`src/rtl/clock_set_ctrl.sv`:
```
// Mode/time-set sequencer: turns buttons and the 1 Hz strobe into inc_sec/min/hour
// enables, blink mask and day-advance pulse. All outputs registered, one cycle latency.
module clock_set_ctrl #(
   parameter int REPEAT_DELAY  = 50_000_000,
   parameter int REPEAT_PERIOD = 10_000_000,
   parameter int IDLE_TIMEOUT  = 10
) (
   input  logic       clk_100MHz,
   input  logic       reset,
   input  logic       tick_1Hz,
   input  logic       btn_mode,
   input  logic       btn_inc,
   input  logic       btn_inc_lvl,
   input  logic       end_of_day,
   output logic       inc_sec,
   output logic       inc_min,
   output logic       inc_hour,
   output logic       day_inc,
   output logic [1:0] mode,
   output logic [2:0] blink_mask
);

   localparam int RW = $clog2(REPEAT_DELAY + 1);
   localparam int IW = $clog2(IDLE_TIMEOUT + 1);

   typedef enum logic [1:0] {
      RUN      = 2'd0,
      SET_HOUR = 2'd1,
      SET_MIN  = 2'd2,
      SET_SEC  = 2'd3
   } mode_t;

   mode_t         r_mode;
   logic [RW-1:0] r_rep_cnt;
   logic [IW-1:0] r_idle;
   logic          r_phase;

   logic          w_set;
   logic          w_activity;
   logic [RW-1:0] w_rep_cnt_inc;
   logic          w_rep_evt;
   logic          w_timeout;
   logic          w_mode_chg;
   mode_t         w_mode_nxt;
   logic          w_inc_evt;
   logic          w_phase_nxt;
   logic [2:0]    w_mask_nxt;

   assign w_set         = (r_mode != RUN);
   assign w_activity    = btn_mode | btn_inc | btn_inc_lvl;
   assign w_rep_cnt_inc = r_rep_cnt + 1'b1;
   assign w_rep_evt     = w_set && btn_inc_lvl && (w_rep_cnt_inc == RW'(REPEAT_DELAY));
   // Timeout looks only at the stored count, so a same-cycle btn_mode cannot mask it.
   assign w_timeout     = w_set && tick_1Hz && (r_idle >= IW'(IDLE_TIMEOUT - 1));
   assign w_mode_chg    = w_timeout | btn_mode;
   assign w_inc_evt     = w_set && !w_mode_chg && (btn_inc || w_rep_evt);

   always_comb begin
      w_mode_nxt = r_mode;
      if (w_timeout)
         w_mode_nxt = RUN;
      else if (btn_mode)
         w_mode_nxt = mode_t'(r_mode + 2'd1);
   end

   always_comb begin
      w_phase_nxt = r_phase;
      if (w_mode_chg && (w_mode_nxt == RUN))
         w_phase_nxt = 1'b0;
      else if (w_inc_evt)
         w_phase_nxt = 1'b1;
      else if (tick_1Hz)
         w_phase_nxt = ~r_phase;
   end

   always_comb begin
      w_mask_nxt = 3'b000;
      case (w_mode_nxt)
         SET_HOUR: w_mask_nxt = {w_phase_nxt, 2'b00};
         SET_MIN:  w_mask_nxt = {1'b0, w_phase_nxt, 1'b0};
         SET_SEC:  w_mask_nxt = {2'b00, w_phase_nxt};
         default:  w_mask_nxt = 3'b000;
      endcase
   end

   always_ff @(posedge clk_100MHz) begin
      if (reset) begin
         r_mode     <= RUN;
         r_rep_cnt  <= '0;
         r_idle     <= '0;
         r_phase    <= 1'b0;
         inc_sec    <= 1'b0;
         inc_min    <= 1'b0;
         inc_hour   <= 1'b0;
         day_inc    <= 1'b0;
         mode       <= 2'd0;
         blink_mask <= 3'b000;
      end else begin
         r_mode  <= w_mode_nxt;
         r_phase <= w_phase_nxt;

         if (!w_set || !btn_inc_lvl || w_mode_chg)
            r_rep_cnt <= '0;
         else if (w_rep_evt)
            r_rep_cnt <= RW'(REPEAT_DELAY - REPEAT_PERIOD);
         else
            r_rep_cnt <= w_rep_cnt_inc;

         if (!w_set || w_mode_chg || w_activity)
            r_idle <= '0;
         else if (tick_1Hz && (r_idle < IW'(IDLE_TIMEOUT)))
            r_idle <= r_idle + 1'b1;

         inc_sec    <= ((r_mode == RUN) && tick_1Hz) || ((r_mode == SET_SEC) && w_inc_evt);
         inc_min    <= (r_mode == SET_MIN) && w_inc_evt;
         inc_hour   <= (r_mode == SET_HOUR) && w_inc_evt;
         day_inc    <= (r_mode == RUN) && tick_1Hz && end_of_day;
         mode       <= w_mode_nxt;
         blink_mask <= w_mask_nxt;
      end
   end

endmodule

```
`config.mk`:
```
export PLATFORM = sky130hd
export DESIGN_NAME = clock_set_ctrl
export DESIGN_NICKNAME = d
export VERILOG_FILES = /design/src/rtl/clock_set_ctrl.sv
export SDC_FILE = /design/constraint.sdc
export NUM_CORES = 1
export LEC_CHECK = 0
export ABC_AREA = 0
export CORE_UTILIZATION = 57
export CTS_CLUSTER_DIAMETER = 40
export DETAILED_ROUTE_END_ITERATION = 8
export PLACE_DENSITY = 0.79
export SLEW_MARGIN = 25
export SYNTH_ARGS = -nofsm -noshare
export SYNTH_HDL_FRONTEND = slang
export SYNTH_SLANG_ARGS = --single-unit
```
`constraint.sdc`:
```
create_clock -name clk_100MHz -period 2.8 [get_ports clk_100MHz]
set_input_delay 0.56 -clock clk_100MHz [delete_from_list [all_inputs] [get_ports clk_100MHz]]
set_output_delay 0.56 -clock clk_100MHz [all_outputs]
set_load 0.05 [all_outputs]
```
==> results.toml <==
[outcome]
status = "finished clean"

[global_routing]
overflow = 0
grt_util_all_layers_pct = 23.84
first_global_vias = 1720
grt_start_max_net_pins = 19
antenna_found_initial = 0
grt_pass1_wl_um = 7465

[detailed_routing]
vias = 1803
dr.pass1.iters = 4
drc_errors = 0
wirelength_um = 4229
dr.first_iter.drc_count = 105
ant_nets = 0
routedWlPerCell_um = 13.34
routed_via_density = 5.688

[hold_path]
min_path_type = "reg -> reg"
whs_endpoint = "r_rep_cnt[24]$_SDFF_PP0_"
hold_depth = 2
worstHoldStart = "r_rep_cnt[24]$_SDFF_PP0_"

[floorplanning]
initial_core_util_pct = 61.21
ios = 16
fp.dieH_um = 62.57
rows = 21
core-area_um2 = 3416
fp.dieArea_um2 = 3914
dieWidth_um = 62.57

[place]
gp_congestion = 0.9046
hpwlAfterDp_um = 3077
dp_slack_ns = 0.2308
port_buffers = 15
place_area_um2 = 2336

[critical_path]
path_cells = "ha_1 > and3_1 > nand3_1 > or3_1 > a221oi_1 > nand4b_1 > or4b_4 > a21oi_2"
cp.arrival_ns = 2.97
reg2reg_slack_ns = 0.13
critical-path-slowest-cell = "or4b_4"
crit_fanout = 5
timing.rr.start = "r_rep_cnt[0]$_SDFF_PP0_"
cp_data_required_time_ns = 3.10
start_kind = "register"
rr_worst_depth = 8
worstSetupPathType = "reg -> reg"
cpPeakStageDelay_ns = 0.55
endpoint_kind = "register"
timing.rr.end = "r_rep_cnt[11]$_SDFF_PP0_"
crit_family = "simple AND/OR/NAND/NOR gates"
cp_num_buf_inv = 0

[synthesis]
ys_types = 48
synth_area_per_cell_um2 = 8.499
yosysMostFrequentCell = "dfxtp_1"
ys_warn_count = 0
ys_ff_latch = 40
synthTopCellsByCount = "dfxtp_1, nor2_1, nand2_1"
syn_inst = 246
async_flop_share_pct = 0
synthFlopType = "dfxtp_1"
synth_area_um2 = 2091
synth_top_area_cell = "dfxtp_1"
syn_nets = 262
yosysSeqAreaShare_pct = 38.30
synth-edff-count = 0
yosysTopAreaCellShare_pct = 38.30
ys_top_cells_by_area = "dfxtp_1, xnor2_1, nor2_1"

[layout]
area_growth_pct = 15.74
antenna_cells = 0
fillCellCount = 292
fin_area_um2 = 2420
seqCellArea_um2 = 800.8
drive_above_1_share_pct = 12.18
nNetsFinal = 286
multi_input_area_um2 = 1192

[clock_tree]
cts.clk_slew.worst_paths_ns = 0.13
hold_buffers = 0
cts_inserted_buffers = 5
cts_resized = 0
cts_buffer_depth = 2
cts_setup_buffers = 0
htreeDepth = 2
clkSinkCount = 40
clockRootBuffer = "clkbuf_4"
cts_tree = "built"
insertion_delay_ns = 0.36

[timing]
setup_ws_ns = 0.1325
tightestPinTransition_ns = 0.5062
slew_viol_final = 0
hold_viol_final = 0
fin_crit_ns = 2.668
relSlewSlack_pct = 66.15
setup_viol = 0
grt_setup_unrepaired = "false"
period_share_pct = 95.27
clock.fmax_ghz = 0.3749
whs_ns = 0.5168
fin_skew_ns = 0.007750
tns_ns = 0

[flow_run]
maxCapViolations = 0

[power]
power_density_nw_per_um2 = 440.0
leakage_nw = 0.7651
max-vdd-ir-drop_v = 0.0002908
## power breakdown
part | switching (W) | internal, W | leakage (nW)
registers | 0.00000631 | 0.000578 | 0.323
clock network | 0.000204 | 0.000191 | 0.0418
logic | 0.0000510 | 0.0000349 | 0.400
## placed cells by master, fill, tap and decap left out, types with 2 or more instances in the layout
cell,synthesis,layout
inv_1,10,10
or2_2,3,3
xnor2_1,16,16
o31ai_1,2,2
buf_4,4,13
a31oi_1,2,2
o21ai_0,6,6
and2_1,3,3
dfxtp_1,40,40
or3_1,3,3
o41ai_1,2,2
a21oi_2,2,2
nor4_1,6,6
nor3_1,5,5
xor2_1,10,10
a21oi_1,14,14
nand4b_1,3,3
clkbuf_4,0,5
nand3_1,14,14
nand4_1,8,8
clkdlybuf4s50_1,0,15
and3_1,2,2
ha_1,9,9
nor2_1,33,33
nand2b_1,2,2
nand2_1,19,19
## area by class of cell
cell class	instances	share of cell area [%]
Multi-Input combinational cell	185	49.28
Timing Repair Buffer	28	10.24
Tap cell	46	2.378
Clock buffer	5	1.551
Clock inverter	3	1.913
Inverter	10	1.551
Sequential cell	40	33.09
## state kept, by name, summed over array words and instances, names as in the netlist
signal and count:
blink_mask 3, r_mode 2, day_inc 1, inc_sec 1, inc_min 1, inc_hour 1
r_idle 4, r_phase 1, r_rep_cnt 26
## worst max path at each step
stage,startpoint,depth (start not counted),endpoint
floorplan,r_rep_cnt[0]$_SDFF_PP0_,9,r_rep_cnt[11]$_SDFF_PP0_
global placement,r_rep_cnt[4]$_SDFF_PP0_,7,r_rep_cnt[11]$_SDFF_PP0_
detailed placement,r_rep_cnt[5]$_SDFF_PP0_,7,r_rep_cnt[11]$_SDFF_PP0_
CTS,r_rep_cnt[0]$_SDFF_PP0_,9,r_rep_cnt[11]$_SDFF_PP0_
global route,r_rep_cnt[1]$_SDFF_PP0_,9,r_rep_cnt[11]$_SDFF_PP0_
finish,r_rep_cnt[0]$_SDFF_PP0_,8,r_rep_cnt[11]$_SDFF_PP0_
## per-layer routing
layer / part of all wire (%) / GRT usage, % / up-vias
met5: 0 / 0 / -
met4: 3.1 / 11.63 / 0
met3: 4.6 / 6.934 / 17
met2: 46 / 38.99 / 55
met1: 47 / 28.46 / 816
li1: - / - / 915
## stage by stage
stage          util, %   power, W  instances
5_1_grt          70.84   0.001105        317
4_1_cts          70.84   0.001078        317
3_3_place_gp     68.39  0.0006819        309
2_1_floorplan        -  0.0006519        246
3_5_place_dp     68.39  0.0006832        309
6_report         70.84   0.001065        317
## worst min-delay path: cells and delay by family, from the launching register on
kind	cells	cell delay, ns
DFF	1	0.35
AOI/OAI and AO/OA	2	0.13
## logic make-up after synthesis
family | Yosys count | share of synthesized area (%)
adder cells (fa/ha/maj) | 9 | 5.386
AO/OA/AOI/OAI | 40 | 12.87
buffers and inverters | 21 | 4.668
multiplexers | 1 | 0.4788
AND/OR/NAND/NOR | 109 | 27.41
flip-flops | 40 | 38.30
XOR/XNOR | 26 | 10.89
Power figures use the tool's default switching activity.
